===== config.mk =====
export PLATFORM = sky130hd
export DESIGN_NAME = program_loader
export DESIGN_NICKNAME = d
export VERILOG_FILES = /design/src/rtl/program_loader.sv
export SDC_FILE = /design/constraint.sdc
export NUM_CORES = 1
export LEC_CHECK = 0
export CAP_MARGIN = 20
export CELL_PAD_IN_SITES_DETAIL_PLACEMENT = 0
export CELL_PAD_IN_SITES_GLOBAL_PLACEMENT = 1
export CORE_MARGIN = 2
export CORE_UTILIZATION = 32
export DETAILED_ROUTE_END_ITERATION = 10
export PLACE_DENSITY_LB_ADDON = 0.1
export SYNTH_ARGS = -nofsm -noshare
export SYNTH_HDL_FRONTEND = slang
export SYNTH_SLANG_ARGS = --single-unit

===== constraint.sdc =====
create_clock -name clk -period 2.02 [get_ports clk]
set_clock_uncertainty 0.2 [all_clocks]
set_input_delay 0.505 -clock clk [delete_from_list [all_inputs] [get_ports clk]]
set_output_delay 0.505 -clock clk [all_outputs]
set_load 0.005 [all_outputs]

===== src/rtl/program_loader.sv =====
// Byte-serial boot loader: takes a length-prefixed byte stream and packs
// each group of three bytes into one instruction word. It writes the words
// to instruction memory from address 0 upwards, then releases the CPU.
module program_loader #(
  parameter int WORD_W = 19,
  parameter int ADDR_W = 8
) (
  input  logic              clk,
  input  logic              rst,
  input  logic              in_valid,
  input  logic [7:0]        in_data,
  output logic              in_ready,
  output logic              instr_we,
  output logic [ADDR_W-1:0] instr_waddr,
  output logic [WORD_W-1:0] instr_wdata,
  output logic              cpu_run,
  output logic [7:0]        load_count,
  output logic              err
);

  typedef enum logic [2:0] {
    S_COUNT,
    S_B0,
    S_B1,
    S_B2,
    S_WRITE,
    S_DONE
  } state_t;

  state_t              state_q, state_d;
  logic [7:0]          total_q, total_d;   // word total N from the length byte
  logic [ADDR_W-1:0]   addr_q,  addr_d;
  logic [7:0]          count_q, count_d;
  logic [WORD_W-1:0]   word_q,  word_d;
  logic                err_q,   err_d;
  logic                accept;

  // Only the byte-collecting states take input; WRITE and DONE stall upstream.
  assign in_ready = (state_q == S_COUNT) || (state_q == S_B0) ||
                    (state_q == S_B1)    || (state_q == S_B2);
  assign accept   = in_valid && in_ready;

  // Next-state and datapath update logic.
  always_comb begin
    // NOTE: every signal written here gets a default first so no path can
    // leave one unassigned and infer a latch.
    state_d = state_q;
    total_d = total_q;
    addr_d  = addr_q;
    count_d = count_q;
    word_d  = word_q;
    err_d   = err_q;

    unique case (state_q)
      S_COUNT: begin
        if (accept) begin
          total_d = in_data;
          state_d = (in_data == 8'd0) ? S_DONE : S_B0;
        end
      end
      S_B0: begin
        if (accept) begin
          // Only a 3-bit opcode is legal; stray upper bits flag an error and
          // are dropped, but the load carries on.
          word_d[WORD_W-1 -: 3] = in_data[2:0];
          if (in_data[7:3] != 5'd0) err_d = 1'b1;
          state_d = S_B1;
        end
      end
      S_B1: begin
        if (accept) begin
          word_d[15:8] = in_data;
          state_d      = S_B2;
        end
      end
      S_B2: begin
        if (accept) begin
          word_d[7:0] = in_data;
          state_d     = S_WRITE;
        end
      end
      S_WRITE: begin
        addr_d  = addr_q + 1'b1;
        count_d = count_q + 8'd1;
        state_d = ((count_q + 8'd1) == total_q) ? S_DONE : S_B0;
      end
      S_DONE: begin
        state_d = S_DONE;
      end
      default: begin
        state_d = S_COUNT;
      end
    endcase
  end

  // State register with synchronous reset overriding any accept or write.
  always_ff @(posedge clk) begin
    // NOTE: non-blocking assignments keep every register sampling the values
    // from before the edge, independent of statement order.
    if (rst) begin
      // NOTE: the word register is reset too, because its value is visible
      // on instr_wdata straight out of reset; memory itself is never cleared.
      state_q <= S_COUNT;
      total_q <= 8'd0;
      addr_q  <= '0;
      count_q <= 8'd0;
      word_q  <= '0;
      err_q   <= 1'b0;
    end else begin
      state_q <= state_d;
      total_q <= total_d;
      addr_q  <= addr_d;
      count_q <= count_d;
      word_q  <= word_d;
      err_q   <= err_d;
    end
  end

  assign instr_we    = (state_q == S_WRITE);
  assign instr_waddr = addr_q;
  assign instr_wdata = word_q;
  assign cpu_run     = (state_q == S_DONE);
  assign load_count  = count_q;
  assign err         = err_q;

endmodule


==> summary.log <==
qor: clock_tree.worstSkewPairLatency 0.30 ns
qor: finish.finalNetCount 355
qor: power.power.total 1820 uW
qor: worst_hold_path.min-delay-path-class flop to flop
qor: clock_tree.cts.reportedPaths.clkPinSlew 0.09 ns
qor: route.met2_wirelength 2580 um
qor: synthesis.ys_top_cells_by_area sky130_fd_sc_hd__dfxtp_1, sky130_fd_sc_hd__nand2_1, sky130_fd_sc_hd__a21oi_1, sky130_fd_sc_hd__xnor2_1, sky130_fd_sc_hd__nor2_1
qor: worst_setup_path.critical_path_required 1.31 ns
qor: finish.final_area 3070 um2
qor: route.post_drt_via_cell_ratio 4.86
qor: clock_tree.cts_htree_levels 2
qor: placed_design.gp_routability_congestion 0.717
qor: route.drt-pass1-iter-count 4
qor: worst_setup_path.rr_worst_depth 8
qor: route.detail_route.iter0.violations 56
qor: power.seqPwrFrac 53.4%
qor: placed_design.dpl_worst_slack -0.394 ns
qor: route.via_count 2042
qor: route.met3_wirelength 196 um
qor: synthesis.synth_top_area_share 44.6%
qor: synthesis.synth-xor-area-share 7.48%
qor: floorplan.floorplan.die.width 85.2 um
qor: route.highest_layer met4
qor: global_route.globalRouteTotalUtil 16.2%
qor: power.vdd_ir_drop_max 0.296 mV
qor: run.max-cap-violations 0
qor: synthesis.synth.net_count 277
qor: synthesis.synth_commonest_cells sky130_fd_sc_hd__nand2_1, sky130_fd_sc_hd__dfxtp_1, sky130_fd_sc_hd__a21oi_1
qor: worst_setup_path.cp_data_arrival_time 1.28 ns
qor: sta.max_freq 505 MHz
qor: power.portion_of_total_power_attributed_to_combinational_logic 13.1%
qor: worst_setup_path.worst_r2r_endpoint state_q[2]
qor: sta.setup_total_negative_slack 0 ns
qor: sta.count_of_endpoints_failing_hold_in_the_final_timing_report 0
qor: floorplan.die_area 7250 um2
qor: synthesis.synth_fa_ha_area_share 1.19%
qor: sta.setup_ws 0.0390 ns
qor: clock_tree.holdBufCountCts 0
qor: power.total_switching_power 467 uW
qor: synthesis.synthDistinctLibCells 42
qor: worst_setup_path.critical_path.max_fanout 5
qor: finish.antenna_cells_inserted 0
qor: floorplan.core_area 6350 um2
qor: route.routed_wire_length_per_instance 13.3 um
qor: placed_design.dp.final_hpwl 4060 um
qor: worst_setup_path.worstSetupStartpointType flop
qor: worst_hold_path.worstHoldEndpoint instr_wdata[9]
qor: sta.slew_viol_final 0
qor: power.leakage_power 0.00118 uW
qor: synthesis.synth_largest_area_cell sky130_fd_sc_hd__dfxtp_1
qor: placed_design.detailed_place.area 2850 um2
qor: synthesis.synth_enable_flop_cells 0
qor: clock_tree.buffer_levels_on_the_longest_clock_path 2
qor: outcome.status finished, final reports clean
qor: clock_tree.clock_sinks 47
qor: floorplan.ioPinCount 50
qor: sta.setup_violations 0
qor: worst_setup_path.crit_type flop to primary output
qor: sta.final.period_utilization 98.1%
qor: worst_setup_path.setup.worst_path.end_class primary output
qor: finish.layout-area-overhead-vs-synth 45.6%
qor: sta.worst_slew_margin_relative_to_its_limit 66.9%
qor: synthesis.synthesis.instances 264
qor: worst_hold_path.hp_start instr_wdata[9]
qor: sta.period_needed 1.98 ns
qor: global_route.grt_start_max_net_pins 48
qor: synthesis.ys_seq_area_share 44.6%
qor: synthesis.synthFlopType sky130_fd_sc_hd__dfxtp_1
qor: synthesis.synthesized_area_fraction_occupied_by_ao_oa_aoi_and_oai_cells 14.9%
qor: global_route.first_global_vias 2049
qor: worst_setup_path.r2r_setup_slack 0.07 ns
qor: synthesis.synthesis.area 2110 um2
qor: worst_setup_path.crit_path_from load_count[0]
qor: sta.worst-slew-pin-transition 0.496 ns
qor: floorplan.floorplan.initialDensity 33.2%
qor: synthesis.synth_async_sr_flop_share 0%
qor: power.power.share.switching 25.6%
qor: synthesis.yosysMostFrequentCell sky130_fd_sc_hd__nand2_1
qor: placed_design.port_buffers 49
qor: global_route.grt_overflow_total 0
qor: finish.fill_cells 643
qor: finish.final_layout_size_suffix_gt1_share 20.4%
qor: floorplan.std_cell_rows 29
qor: clock_tree.tritoncts.num_buffers 5
qor: synthesis.avgSynthCellArea 7.99 um2
qor: global_route.grt_antenna_before_repair 0
qor: route.met1_length 2720 um
qor: synthesis.post_synth_mux_area_share 1.42%
qor: finish.fin_util 48.3%
qor: synthesis.synth.ff_latch_count 47
qor: route.detail_route.drc_violations 0
qor: synthesis.synth-simple-area-share 25.6%
qor: synthesis.synth_top_family_by_area simple AND/OR/NAND/NOR gates
qor: worst_hold_path.min_delay_path_depth 2
qor: route.drt_wl_total 5580 um
qor: power.p_per_area 593 nW/um2
qor: synthesis.synth-warning-count 0
qor: worst_setup_path.regToRegStartpoint state_q[1]
qor: sta.rsz_0062_raised_after_global_routing true
qor: global_route.grt_first_pass_wirelength 9490 um
qor: clock_tree.clk_root_buffer_cell sky130_fd_sc_hd__clkbuf_8
qor: floorplan.die_h 85.2 um
qor: route.postRouteAntennaNets 0
qor: clock_tree.tritoncts yes
qor: power.internal_power 1350 uW
qor: power.share_clk_of_total_power 33.6%
critical path, stage by stage (launching register included):
cell	delay [ns]
sky130_fd_sc_hd__dfxtp_2	0.34
sky130_fd_sc_hd__buf_4	0.14
sky130_fd_sc_hd__clkdlybuf4s50_1	0.50
routing by layer:
metal / track usage (%) / vias to the layer above
li1: - / 1048
met1: 21.7 / 960
met2: 25.7 / 27
met3: 4.38 / 7
met4: 4.76 / 0
met5: 0 / -
area by class of cell:
cell class              instances  area (um2)  share of cell area, %
flip-flops and latches         47         962                   31.3
repair buffers                 86         790                   25.7
clock buffers                   7        86.3                   2.81
multi-input cells             195        1100                   35.8
well taps                      77        96.3                   3.14
clock inverters                 1        8.76                  0.285
inverters                       7        26.3                  0.856
repair_timing:
action,4_1_cts,5_1_grt
endpoints found under the hold margin,0,0
setup endpoints to repair,5,7
pin swaps,3,8
buffers inserted,6,2
resized for setup,19,19
power groups by stage:
stage	registers, uW	clock network, uW	logic, uW
2_1_floorplan	994	0	112
3_3_place_gp	999	0	217
3_5_place_dp	999	0	216
4_1_cts	971	632	237
5_1_grt	978	664	264
6_report	972	611	238
logic make-up (layout without fill, tap and decap cells):
| logic type | count (synthesis) | count (layout) |
|---|---|---|
| adders and majority gates | 2 | 2 |
| DFF | 47 | 47 |
| muxes | 3 | 3 |
| AOI/OAI and AO/OA | 56 | 56 |
| buffers and inverters | 22 | 101 |
| and+or+nand+nor | 116 | 116 |
| xor gates and xnor gates | 18 | 18 |
cell usage in the layout (no fill, tap or decap), types with 2 or more instances in the layout:
master and count:
sky130_fd_sc_hd__a211oi_1 2, sky130_fd_sc_hd__a21oi_1 34, sky130_fd_sc_hd__and3_2 3, sky130_fd_sc_hd__buf_4 34, sky130_fd_sc_hd__buf_6 3, sky130_fd_sc_hd__clkbuf_8 6
sky130_fd_sc_hd__clkdlybuf4s50_1 41, sky130_fd_sc_hd__dfxtp_1 38, sky130_fd_sc_hd__dfxtp_2 5, sky130_fd_sc_hd__dfxtp_4 4, sky130_fd_sc_hd__dlygate4sd2_1 2, sky130_fd_sc_hd__dlymetal6s2s_1 5
sky130_fd_sc_hd__ha_1 2, sky130_fd_sc_hd__inv_1 6, sky130_fd_sc_hd__mux2i_1 3, sky130_fd_sc_hd__nand2_1 58, sky130_fd_sc_hd__nand2b_1 2, sky130_fd_sc_hd__nand3_1 9
sky130_fd_sc_hd__nand4_1 3, sky130_fd_sc_hd__nor2_1 20, sky130_fd_sc_hd__nor3_1 2, sky130_fd_sc_hd__o211ai_1 2, sky130_fd_sc_hd__o21ai_0 6, sky130_fd_sc_hd__o21ai_1 3
sky130_fd_sc_hd__o311ai_1 2, sky130_fd_sc_hd__or2_2 2, sky130_fd_sc_hd__or3_1 4, sky130_fd_sc_hd__xnor2_1 10, sky130_fd_sc_hd__xor2_1 8
worst max-delay path by stage:
stage | endpoint | cells after the start
finish | load_count[0] | 2
global route | state_q[2] | 7
CTS | state_q[2] | 8
detailed placement | state_q[2] | 7
global placement | state_q[2] | 7
floorplan | state_q[2] | 7
sequential cells by signal, summed over array words and instances (netlist names):
signal,cells
total_q,8
load_count,8
instr_wdata,19
err,1
instr_waddr,8
state_q,3
metrics by stage:
step           hold WS, ns  cells
2_1_floorplan        0.247    264
3_3_place_gp         0.243    405
3_5_place_dp         0.246    405
4_1_cts              0.260    419
5_1_grt              0.280    420
6_report             0.256    420
(Power assumes the default switching activity.)
